## src/rtl/fetch_decode_reg.sv

```systemverilog
// fetch_decode_reg
//   Pipeline register between instruction fetch and decode. Holds a main
//   entry that drives decode directly and a skid entry that absorbs one
//   extra instruction when decode stalls. A flush discards everything held
//   and anything accepted in the same cycle.
//
//   State | meaning
//   ------+---------------------------------------------
//   EMPTY | nothing held (main_v=0, skid_v=0)
//   ONE   | main entry valid, skid free (main_v=1, skid_v=0)
//   FULL  | main and skid both valid, in_ready=0
//
// Ports
//   clock      in   rising-edge clock
//   reset      in   synchronous active-low reset
//   in_valid   in   fetch presents an instruction
//   in_ready   out  block can accept (registered state and reset only)
//   in_instr   in   instruction word
//   in_pc      in   PC of in_instr
//   in_pc4     in   PC+4 of in_instr (passed through unmodified)
//   flush      in   discard all held and incoming instructions
//   out_valid  out  decode-side entry valid
//   out_ready  in   decode accepts
//   out_instr  out  held instruction, NOP_INSTR when !out_valid
//   out_pc     out  held PC
//   out_pc4    out  held PC+4
//   stall_cnt  out  [IFID_STATS_EN only] saturating count of out_valid & !out_ready cycles
//   flush_cnt  out  [IFID_STATS_EN only] saturating count of flush cycles
//
// Optional feature macro: IFID_STATS_EN (adds stall_cnt / flush_cnt).

module fetch_decode_reg #(
    parameter int                 DATA_W    = 32,
    parameter logic [DATA_W-1:0]  NOP_INSTR = 32'h00000013
) (
    input  logic              clock,
    input  logic              reset,
    input  logic              in_valid,
    output logic              in_ready,
    input  logic [DATA_W-1:0] in_instr,
    input  logic [DATA_W-1:0] in_pc,
    input  logic [DATA_W-1:0] in_pc4,
    input  logic              flush,
    output logic              out_valid,
    input  logic              out_ready,
    output logic [DATA_W-1:0] out_instr,
    output logic [DATA_W-1:0] out_pc,
    output logic [DATA_W-1:0] out_pc4
`ifdef IFID_STATS_EN
    ,
    output logic [31:0]       stall_cnt,
    output logic [15:0]       flush_cnt
`endif
);

    typedef enum logic [1:0] {
        EMPTY = 2'd0,
        ONE   = 2'd1,
        FULL  = 2'd2
    } occState_t;

    occState_t         state;

    logic [DATA_W-1:0] mainInstr;
    logic [DATA_W-1:0] mainPc;
    logic [DATA_W-1:0] mainPc4;
    logic [DATA_W-1:0] skidInstr;
    logic [DATA_W-1:0] skidPc;
    logic [DATA_W-1:0] skidPc4;

    logic              mainV;
    logic              skidV;
    logic              inFire;
    logic              outFire;

    assign mainV   = (state != EMPTY);
    assign skidV   = (state == FULL);

    // Ready only looks at registered occupancy and reset, so fetch never
    // sees a combinational path from decode's out_ready.
    assign in_ready = reset & ~skidV;
    assign inFire   = in_valid & in_ready;
    assign outFire  = mainV & out_ready;

    assign out_valid = mainV;
    assign out_instr = mainV ? mainInstr : NOP_INSTR;
    assign out_pc    = mainPc;
    assign out_pc4   = mainPc4;

    always_ff @(posedge clock) begin
        if (!reset) begin
            state     <= EMPTY;
            mainInstr <= '0;
            mainPc    <= '0;
            mainPc4   <= '0;
            skidInstr <= '0;
            skidPc    <= '0;
            skidPc4   <= '0;
`ifdef IFID_STATS_EN
            stall_cnt <= '0;
            flush_cnt <= '0;
`endif
        end else begin
            if (flush) begin
                // Incoming instruction (if any) is dropped; data regs hold.
                state <= EMPTY;
            end else begin
                case (state)
                    EMPTY: begin
                        if (inFire) begin
                            mainInstr <= in_instr;
                            mainPc    <= in_pc;
                            mainPc4   <= in_pc4;
                            state     <= ONE;
                        end
                    end
                    ONE: begin
                        if (inFire && outFire) begin
                            mainInstr <= in_instr;
                            mainPc    <= in_pc;
                            mainPc4   <= in_pc4;
                        end else if (inFire) begin
                            skidInstr <= in_instr;
                            skidPc    <= in_pc;
                            skidPc4   <= in_pc4;
                            state     <= FULL;
                        end else if (outFire) begin
                            state <= EMPTY;
                        end
                    end
                    FULL: begin
                        // in_ready is low here, so only a drain can happen.
                        if (outFire) begin
                            mainInstr <= skidInstr;
                            mainPc    <= skidPc;
                            mainPc4   <= skidPc4;
                            state     <= ONE;
                        end
                    end
                    default: state <= EMPTY;
                endcase
            end
`ifdef IFID_STATS_EN
            if (mainV && !out_ready && (stall_cnt != '1)) begin
                stall_cnt <= stall_cnt + 32'd1;
            end
            if (flush && (flush_cnt != '1)) begin
                flush_cnt <= flush_cnt + 16'd1;
            end
`endif
        end
    end

endmodule

```

## config.mk

```make
export PLATFORM = sky130hd
export DESIGN_NAME = fetch_decode_reg
export DESIGN_NICKNAME = d
export VERILOG_FILES = /design/src/rtl/fetch_decode_reg.sv
export SDC_FILE = /design/constraint.sdc
export NUM_CORES = 1
export LEC_CHECK = 0
export BUFFER_PORTS_ARGS = -buffer_cell sky130_fd_sc_hd__buf_2
export CAP_MARGIN = 15
export CORE_ASPECT_RATIO = 1.25
export CORE_UTILIZATION = 40
export DETAILED_ROUTE_END_ITERATION = 8
export PLACE_DENSITY = 0.7
export SLEW_MARGIN = 0
export SYNTH_ARGS = -nofsm -noshare
export SYNTH_HDL_FRONTEND = slang
export SYNTH_SLANG_ARGS = --single-unit
export TNS_END_PERCENT = 1
```

## constraint.sdc

```tcl
create_clock -name clock -period 3.5 [get_ports clock]
set_input_delay 0.175 -clock clock [delete_from_list [all_inputs] [get_ports clock]]
set_output_delay 0.175 -clock clock [all_outputs]
set_load 0.1 [all_outputs]
```

**Word level (Yosys, flattened, before mapping)**

Index checks and enable logic that the tools add are counted.

- Add/sub/neg operators: 0
- Multiply operators: 0
- Divide/modulo/power cells: 0
- Order comparisons: 0
- Equality and inequality tests: 7
- Shifts and indexed selects: 0
- Muxes and demuxes: 19
- Bitwise gates (word level): 7
- Reductions and logical operators: 8

Operators by type and width:

| cell | number |
|---|---|
| 32-bit two-way mux | 10 |
| 32-bit case mux with 3 select lines | 3 |
| 2-bit two-way mux | 5 |
| 4-bit AND reduction | 2 |
| 2-bit inequality test, second input constant | 3 |
| 2-bit case mux with 3 select lines | 1 |
| 5-bit AND reduction | 1 |
| 1-bit NOT | 4 |
| 1-bit bitwise AND | 3 |
| 3-bit inequality test, second input constant | 1 |
| 3-bit nonzero test | 1 |
| 2-bit by 1-bit == test with 1-bit output, second input constant | 1 |
| 2-bit == test, second input constant | 1 |
| 2-bit logical NOT | 1 |
| 2-bit by 1-bit inequality test with 1-bit output, second input constant | 1 |
| 2-bit nonzero test | 1 |
| 2-bit OR reduction | 1 |
| 1-bit logical AND | 1 |

- Register bits after elaboration: 194
- Bits in latches: 0
- RAM bits: 0
- ROM bits: 0
- Output and inout port bits: 98
- Memories kept: 0

**Depth between registers and ports, before layout**

- Depth after elaboration: 7
- Depth in mapped cells: 8
- Mapped depth without buffers: 3

**Worst setup path after synthesis**

No wires, ideal clock.

- Kind: register -> output
- Start point: register state[1]
- End point: output port out_instr[10]
- Data arrival time: 2.097 ns
- Data required time: 3.325 ns
- Slack: 1.228 ns
- Stages on the path, launching flop included: 5
- Path through: dfxtp_1 > buf_2 > nor2_1 > clkbuf_1 > nor2b_1

- Cells in the longest elaborated chain, start to end: 2

RTL lines:

| element | line | text |
|---|---|---|
| start: declaration | 62 | `occState_t state;` |
| start signal: assignment | 92 | `state <= EMPTY;` |
| start signal: assignment | 106 | `state <= EMPTY;` |
| start signal: assignment | 114 | `state <= ONE;` |
| 2-bit nonzero test | 76 | `assign mainV = (state != EMPTY);` |
| 32-bit two-way mux | 86 | `assign out_instr = mainV ? mainInstr : NOP_INSTR;` |
| end: declaration | 46 | `output logic [DATA_W-1:0] out_instr,` |

No other way between the ends.

**Worst setup path after layout**

- Start point: register state[1]
- End point: output port out_instr[1]

The elaborated chain is that of the path after synthesis.

==> results by group <==
Pwr
  – P_leak: 4.55 nW
  – PD cells: 461 nW/µm²
  – VDD IR-drop max: 0.322 mV
  – Power Total: 5.02 mW

Detailed routing
  – DRT Wirelength: 27,500 µm
  – Via count: 8,488
  – Vias per cell: 6.07
  – Wire per inst: 19.6 µm
  – DRC viols: 0
  – Antenna Violating Nets Remaining: 0
  – Drt pass-1 iters: 7
  – Iter 0 DRT Violations: 627

Clock tree
  – CTS Hold Bufs: 51
  – Post-CTS Setup Bufs: 0
  – Clock Sinks: 194
  – Root buffer cell: clkbuf_16
  – H-tree levels: 4
  – Clk_lat worst skew: 0.43 ns
  – CTS buffer count: 17
  – Max clock buf depth: 2
  – Clock slew at reported path FFs: 0.07 ns
  – Post-CTS Resized: 0
  – CTS tree: built

Global routing
  – GRT Total Usage: 24.0%
  – Total grt overflow: 0
  – Global routing usage on met1: 30.5%
  – Pin count of the biggest net entering global routing: 98
  – GRT Max-Usage Layer: met2
  – Initial antenna violation count: 0
  – GR Util met3: 3.31%
  – First-pass GRT wire length: 43,700 µm
  – GR Layer Usage met2: 41.1%
  – Number of global-route vias before repair: 8,270

STA
  – Final critical-path required period: 2.68 ns
  – Final hold viol count: 0
  – Count of final max-slew check failures: 0
  – Final setup TNS: 0 ns
  – Clock skew: 0.00926 ns
  – Setup WS post-layout: 0.820 ns
  – Final period utilization: 76.6%
  – Achievable Freq: 373 MHz
  – Hold_ws: 0.0140 ns
  – RSZ-0062 raised after global routing: false
  – Slew headroom: 16.4%
  – Setup-failing EPs final: 0
  – Tightest Pin Transition: 1.25 ns

Place
  – Place WS: 1.08 ns
  – Placed cell count: 1,317
  – PortBufs: 198
  – DP HPWL: 14,500 µm
  – GPL Wtd Cong: 0.736

Logic synthesis
  – Ranking of synthesized cells by area: dfxtp_1 44%, mux2i_1 11%, a311oi_1 9.5%
  – Yosys top cell area share: 44.0%
  – Synth cell types: 27
  – Largest area contributor in the netlist: dfxtp_1
  – Mapped cell area: 8820 µm²
  – Avg Cell Area, Syn: 9.22 µm²
  – Yosys Warn Count: 0
  – EDFF count, synth: 0
  – Register area share after synthesis: 44.0%
  – Synth Instances: 956
  – Post-synth net total: 1,057
  – Most used flip-flop cell after synthesis: dfxtp_1
  – Post-synth ARST share: 0%
  – FF+latch count, synth: 194

Final layout
  – Share of layout cells above drive strength 1: 24.1%
  – NumNets Final: 1,209
  – Leading cell type in the layout, fill and taps excluded: buf_2
  – Ant. Diodes: 0
  – Most frequent cells in the layout: 198 x buf_2, 194 x dfxtp_1, 97 x mux2i_1, 97 x a21oi_1
  – Final std cells w/o fill: 1,399
  – Synthesis-to-layout area growth: 23.5%

Critical path
  – CP delay by family, top: simple AND/OR/NAND/NOR gates
  – Arrival time worst endpoint: 2.51 ns
  – Crit path cell chain: nor2_2 -> buf_4 -> or2_2 -> buf_2
  – Critical path required time: 3.32 ns
  – Worst Path Buf+Inv: 2
  – CP max FO: 19
  – FF-to-FF path depth: 4
  – WP depth: 4
  – Worst r2r src: state[1]$_SDFFE_PP0P_
  – Worst Setup Start Kind: flip-flop
  – Setup crit start: state[1]$_SDFFE_PP0P_
  – Largest stage delay on the critical path: 0.73 ns
  – Critical-path top delay cell: nor2_2
  – Crit path capture type: output pin
  – Kind of critical path: flip-flop to output pin

Hold path
  – Worst hold start: in_pc[17]
  – Hold Path Depth: 3
  – Hold Crit Class: primary input to flip-flop

Outcome
  – Status: completed

Floorplan
  – Standard-cell rows: 60
  – Core box area: 21,500 µm²
  – Die width: 135 µm
  – Starting Density: 40.9%
  – Die Ht: 168 µm
  – I/O Pins: 199
  – Die Area: 22,600 µm²

Job
  – Max_cap viols: 0
-- worst register-to-register path, delay by kind of cell, from the launching register on --
kind / cells / cell delay [ns]
buffers and inverters: 1 / 0.97
DFF: 1 / 0.64
AOI/OAI and AO/OA: 2 / 0.47
and+or+nand+nor: 1 / 0.33
-- cells in the mapped netlist (2+ instances only) --
master,instances
o21ai_0,96
inv_1,2
a211oi_1,86
or2_2,3
nand2b_1,3
nor2b_1,30
mux2i_1,97
nor2_1,3
a21oi_1,97
a311oi_1,96
dfxtp_1,194
nor4bb_1,2
buf_4,5
and2_1,2
clkbuf_1,89
a211oi_2,11
nand3_1,96
buf_2,35
-- kinds of logic after synthesis --
| kind of cell | share of synthesized area [%] |
|---|---|
| compound gates | 29.6 |
| flops | 44.0 |
| simple gates | 8.85 |
| mux | 11.0 |
| buf+inv | 6.54 |
-- layout make-up --
type | count | area, µm²
Fill cell | 1980 | 10700
Multi-Input combinational cell | 628 | 4460
Sequential cell | 194 | 3880
Timing Repair Buffer | 265 | 1660
Clock buffer | 22 | 474
Tap cell | 279 | 349
Clock inverter | 9 | 57.6
Inverter | 2 | 12.5
-- routing by layer --
layer	vias up	share of wire [%]	wire length [µm]
li1	3962	-	-
met4	0	1.9	521
met1	4205	43	11900
met2	286	50	13700
met5	-	0	0
met3	35	4.8	1310
-- where the power goes --
group	internal [mW]	leakage, nW	switching [mW]
Clock	0.961	0.262	0.854
Sequential	2.27	1.57	0.0382
Combinational	0.233	2.71	0.665
-- final timing paths --
check / to / slack [ns]
max reg2reg: out_pc4[20]$_SDFFE_PN0P_ / 1.01
min reg2reg: skidInstr[22]$_SDFFE_PN0P_ / 0.47
min: skidPc[17]$_SDFFE_PN0P_ / 0.01
max: out_instr[1] / 0.82
-- flip-flops by register name, summed over array words and instances, names as in the netlist --
name,cells
mainInstr,32
skidInstr,32
out_pc,32
skidPc,32
state,2
skidPc4,32
out_pc4,32
-- metrics by stage --
stage | area [µm²] | util [%]
global route | 10900 | 50.6
detailed placement | 9850 | 45.7
finish | 10900 | 50.6
global placement | 9850 | 45.7
CTS | 10900 | 50.6
floorplan | 8820 | -
Power figures use the tool's default switching activity.
